### config.mk
export PLATFORM = sky130hd
export DESIGN_NAME = iter_div
export DESIGN_NICKNAME = d
export VERILOG_FILES = /design/src/rtl/iter_div.sv
export SDC_FILE = /design/constraint.sdc
export NUM_CORES = 1
export LEC_CHECK = 0
export CORE_MARGIN = 5
export CORE_UTILIZATION = 70
export DETAILED_ROUTE_END_ITERATION = 16
export DONT_BUFFER_PORTS = 1
export PLACE_DENSITY_LB_ADDON = 0.05
export SLEW_MARGIN = 15
export SYNTH_ARGS = -nofsm -noshare
export SYNTH_HDL_FRONTEND = slang
export SYNTH_SLANG_ARGS = --single-unit
### constraint.sdc
create_clock -name clk -period 5.9 [get_ports clk]
set_input_delay 1.18 -clock clk [delete_from_list [all_inputs] [get_ports clk]]
set_output_delay 1.18 -clock clk [all_outputs]
set_load 0.01 [all_outputs]
### src/rtl/iter_div.sv
`default_nettype none
`timescale 1ns/1ps
// ============================================================================
// Module   : iter_div
// Brief    : Iterative restoring divider, one quotient bit per cycle, signed
//            or unsigned, with valid/ready request and result handshakes.
// Revision : 1.0 - initial release
// ============================================================================
module iter_div #(
    parameter int WIDTH = 32
) (
    input  logic             clk,
    input  logic             reset,
    input  logic             in_valid,
    output logic             in_ready,
    input  logic             is_signed,
    input  logic [WIDTH-1:0] dividend,
    input  logic [WIDTH-1:0] divisor,
    output logic             out_valid,
    input  logic             out_ready,
    output logic [WIDTH-1:0] quotient,
    output logic [WIDTH-1:0] remainder,
    output logic             div_by_zero
);

    localparam int             c_CNT_W    = $clog2(WIDTH);
    localparam logic [c_CNT_W-1:0] c_CNT_INIT = c_CNT_W'(WIDTH - 1);

    localparam logic [1:0] c_IDLE = 2'd0;
    localparam logic [1:0] c_CALC = 2'd1;
    localparam logic [1:0] c_FIX  = 2'd2;
    localparam logic [1:0] c_DONE = 2'd3;

    logic [1:0]         r_state;
    logic [c_CNT_W-1:0] r_cnt;
    logic [WIDTH-1:0]   r_quo;
    logic [WIDTH-1:0]   r_rem;
    logic [WIDTH-1:0]   r_dsr;
    logic [WIDTH-1:0]   r_orig;
    logic               r_neg_q;
    logic               r_neg_r;
    logic               r_dbz;
    logic               r_in_ready;
    logic               r_out_valid;
    logic [WIDTH-1:0]   r_quotient;
    logic [WIDTH-1:0]   r_remainder;
    logic               r_div_by_zero;

    logic             w_dvd_neg;
    logic             w_dsr_neg;
    logic [WIDTH-1:0] w_dvd_mag;
    logic [WIDTH-1:0] w_dsr_mag;
    logic [WIDTH:0]   w_rem_sh;
    logic             w_ge;
    logic [WIDTH:0]   w_rem_nxt;

    // Negation in WIDTH bits maps the most-negative value onto its correct
    // unsigned magnitude, so no extra intermediate bit is needed here.
    assign w_dvd_neg = is_signed & dividend[WIDTH-1];
    assign w_dsr_neg = is_signed & divisor[WIDTH-1];
    assign w_dvd_mag = w_dvd_neg ? (~dividend + 1'b1) : dividend;
    assign w_dsr_mag = w_dsr_neg ? (~divisor + 1'b1) : divisor;

    // The partial remainder is shifted into WIDTH+1 bits before the trial compare.
    assign w_rem_sh  = {r_rem, r_quo[WIDTH-1]};
    assign w_ge      = (w_rem_sh >= {1'b0, r_dsr});
    assign w_rem_nxt = w_ge ? (w_rem_sh - {1'b0, r_dsr}) : w_rem_sh;

    always_ff @(posedge clk) begin
        if (reset) begin
            r_state       <= c_IDLE;
            r_cnt         <= '0;
            r_quo         <= '0;
            r_rem         <= '0;
            r_dsr         <= '0;
            r_orig        <= '0;
            r_neg_q       <= 1'b0;
            r_neg_r       <= 1'b0;
            r_dbz         <= 1'b0;
            r_in_ready    <= 1'b1;
            r_out_valid   <= 1'b0;
            r_quotient    <= '0;
            r_remainder   <= '0;
            r_div_by_zero <= 1'b0;
        end else begin
            case (r_state)
                c_IDLE: begin
                    if (in_valid) begin
                        r_quo      <= w_dvd_mag;
                        r_rem      <= '0;
                        r_dsr      <= w_dsr_mag;
                        r_orig     <= dividend;
                        r_neg_q    <= w_dvd_neg ^ w_dsr_neg;
                        r_neg_r    <= w_dvd_neg;
                        r_dbz      <= (divisor == '0);
                        r_cnt      <= c_CNT_INIT;
                        r_in_ready <= 1'b0;
                        r_state    <= c_CALC;
                    end
                end
                c_CALC: begin
                    r_rem <= w_rem_nxt[WIDTH-1:0];
                    r_quo <= {r_quo[WIDTH-2:0], w_ge};
                    if (r_cnt == '0) begin
                        r_state <= c_FIX;
                    end else begin
                        r_cnt <= r_cnt - 1'b1;
                    end
                end
                c_FIX: begin
                    if (r_dbz) begin
                        r_quotient  <= '1;
                        r_remainder <= r_orig;
                    end else begin
                        r_quotient  <= r_neg_q ? (~r_quo + 1'b1) : r_quo;
                        r_remainder <= r_neg_r ? (~r_rem + 1'b1) : r_rem;
                    end
                    r_div_by_zero <= r_dbz;
                    r_out_valid   <= 1'b1;
                    r_state       <= c_DONE;
                end
                default: begin
                    if (out_ready) begin
                        r_out_valid <= 1'b0;
                        r_in_ready  <= 1'b1;
                        r_state     <= c_IDLE;
                    end
                end
            endcase
        end
    end

    assign in_ready    = r_in_ready;
    assign out_valid   = r_out_valid;
    assign quotient    = r_quotient;
    assign remainder   = r_remainder;
    assign div_by_zero = r_div_by_zero;

endmodule
`default_nettype wire

==> results.json <==
{
  "peakVddDrop_mv": 0.391,
  "hold_ws_ns": 0.450,
  "synthTopCellsByCount": "240 x nand2_1, 205 x dfxtp_1, 158 x nor2_1",
  "crit_arrival_ns": 3.97,
  "cts_resized": 0,
  "critPathLaunchType": "register",
  "hold_buffers": 0,
  "layout-drive-gt1-share_pct": 3.98,
  "antenna_found_initial": 0,
  "cp-end-kind": "register",
  "start_util_pct": 70.7,
  "placed_area_mm2": 0.0122,
  "path_cells": "inv_1, ha_1, inv_1, fa_1, a21oi_1, o211ai_1, a2111oi_0, nor3_1, a41o_1, a21oi_1, xnor2_1, mux2i_1, o21ai_0",
  "postRouteAntennaNets": 0,
  "finalWirelength_um": 30800,
  "critPathMaxFanout": 5,
  "r2r_cells": 13,
  "cpPeakStageDelay_ns": 0.69,
  "hp-start": "r_dsr[31]",
  "multi_input_area_mm2": 0.00747,
  "cpMaxStageDelayCell": "a2111oi_0",
  "synth_seq_area_share_pct": 33.8,
  "max_freq_mhz": 282,
  "cts_tree": "built",
  "max_cap_violations": 0,
  "n_antenna_cell": 0,
  "cts_buffer_depth": 3,
  "path_class": "reg -> reg",
  "hp-class": "reg -> reg",
  "syn_to_final_growth_pct": 5.84,
  "fin_area_mm2": 0.0129,
  "power.density_mw_per_mm2": 424,
  "fin_crit_sh_pct": 60.0,
  "cts-root-buf": "clkbuf_16",
  "finalSetupViolations": 0,
  "post_cts_buffers": 0,
  "avgSynthCellArea_um2": 7.68,
  "ios": 136,
  "finalHoldViolCount": 0,
  "cp.depth": 13,
  "report.final.slew_viol_count": 0,
  "htreeDepth": 1,
  "worst-path-buf-inv": 2,
  "path_clk_slew_ns": 0.06,
  "slew-limit-headroom_pct": 24.1,
  "ys_async_sr_fraction_pct": 0,
  "ys.flop_type": "dfxtp_1",
  "wl_per_cell_um": 17.5,
  "rows": 48,
  "placed_cells": 1719,
  "core-area_mm2": 0.0172,
  "synth-edff-count": 0,
  "dpl.hpwl_um": 22200,
  "nNetsFinal": 1630,
  "worst_slew_pin_slew_ns": 1.14,
  "grtUsageTotal_pct": 29.8,
  "grt_pass1_vias": 10100,
  "syn_inst": 1582,
  "rsz0062_at_grt": "false",
  "crit_end": "r_rem[16]",
  "cts_buffers": 23,
  "die_area_mm2": 0.0201,
  "first_pass_iters": 6,
  "drtIter0Drc": 790,
  "cp_top_family": "compound AO/OA/AOI/OAI gates",
  "yosysUniqueCellTypes": 64,
  "yosysTopAreaCell": "dfxtp_1",
  "die_width_um": 142,
  "clkSinkCount": 205,
  "finalNonFillerCells": 1758,
  "syn-num-nets": 1693,
  "status": "finished clean",
  "crit_start": "r_quo[31]",
  "vias": 10900,
  "synth_area_mm2": 0.0121,
  "regToRegEndpoint": "r_rem[16]",
  "layout_min_cycle_time_ns": 3.54,
  "synth.most_common_cell": "nand2_1",
  "yosys_warnings": 0,
  "grt_max_degree": 178,
  "yosys-top-cells-area": "dfxtp_1 34%, nand2_1 7.4%, xor2_1 7.2%",
  "io_buffers": 0,
  "seqCellArea_mm2": 0.00411,
  "grt_pass1_wl_um": 50000,
  "leakage_nw": 4.75,
  "synth_top_area_share_pct": 33.8,
  "cp.required_ns": 6.33,
  "post-route-drc-count": 0,
  "die_y_um": 142,
  "final.fill_count": 1382,
  "timing.rr.start": "r_quo[31]",
  "synth-seq-cells": 205,
  "vias_per_cell": 6.20,
  "gp_congestion": 0.999,
  "r2r_slack_ns": 2.36,
  "setup-tns-final_ns": 0,
  "overflow": 0,
  "worstSkewPairLatency_ns": 0.50,
  "finClkSkew_ns": 0.00792
}
[cell usage in the layout (no fill, tap or decap), drive strengths merged, types with 7 or more instances in the layout]
cell type and count:
a311oi 8, or4 13, inv 63, a21oi 119, dfxtp 205, a21o 10, nand2b 13, xor2 100
a31oi 9, nor4 12, or3 22, o211ai 22, nor3 19, buf 9, ha 41, o21ai 138
xnor2 41, o41ai 16, a32oi 9, a211oi 62, nor2 158, mux2i 43, clkbuf 32, nand2 240
o31ai 30, o22ai 7, nand3 17
[kinds of logic (layout without fill, tap and decap cells)]
| family | Yosys count | in the layout | synth area share [%] |
|---|---|---|---|
| compound gates | 462 | 462 | 23.8 |
| xor+xnor | 141 | 141 | 10.2 |
| fa+ha+maj | 42 | 42 | 4.39 |
| buf+inv | 161 | 112 | 4.98 |
| flops | 205 | 205 | 33.8 |
| mux | 43 | 43 | 3.54 |
| simple gates | 528 | 528 | 19.3 |
[stage by stage]
step | util (%) | worst slack, ns | power, W
after floorplan | - | 2.58 | 0.00365
after global placement | 70.8 | 2.35 | 0.00404
after detailed placement | 70.8 | 2.31 | 0.00411
after CTS | 74.8 | 2.44 | 0.00545
after global routing | 74.8 | 2.17 | 0.00582
final | 74.8 | 2.36 | 0.00545
[power by group]
group / internal, W / total, W / leakage, nW / switching [W]
Sequential: 0.00169 / 0.00204 / 1.67 / 0.000347
Clock: 0.000783 / 0.00133 / 0.340 / 0.000546
Combinational: 0.000800 / 0.00208 / 2.74 / 0.00128
Total: 0.00328 / 0.00545 / 4.75 / 0.00217
[per-layer routing]
metal  up-vias  track usage (%)  part of all wire, %
li1       5448                -                    -
met1      4996             37.6                   40
met2       383             51.3                   49
met3        74             4.08                  7.2
met4         0             12.4                  4.0
met5         -                0                    0
[state kept, by name, indices dropped and copies added, names as in the netlist]
name and cells:
r_quo 32, quotient 32, r_neg_q 1, r_dbz 1, remainder 32, r_orig 32, in_ready 1, r_rem 32
r_neg_r 1, out_valid 1, r_dsr 32, div_by_zero 1, r_state 2, r_cnt 5
[how the worst min path moves through the flow]
stage	endpoint	depth (start not counted)	slack (ns)
after floorplan	r_dsr[31]	2	0.43
after global placement	r_orig[0]	2	0.44
after detailed placement	r_orig[23]	2	0.44
after CTS	r_orig[23]	2	0.45
after global routing	r_orig[27]	2	0.47
final	r_dsr[31]	2	0.45
[area by class of cell]
type,instances,area share (%)
Tap cell,225,2.19
Inverter,64,1.87
Timing Repair Buffer,9,0.526
Multi-Input combinational cell,1216,58.1
Sequential cell,205,31.9
Clock inverter,7,0.487
Clock buffer,32,4.90
[worst reg2reg max path, cell delays in order (launching register included)]
cell and delay, ns:
dfxtp_1 0.31, inv_1 0.22, ha_1 0.22, inv_1 0.05, fa_1 0.41, a21oi_1 0.22
o211ai_1 0.24, a2111oi_0 0.69, nor3_1 0.24, a41o_1 0.30, a21oi_1 0.18, xnor2_1 0.15
mux2i_1 0.09, o21ai_0 0.14
Power figures use the tool's default switching activity.
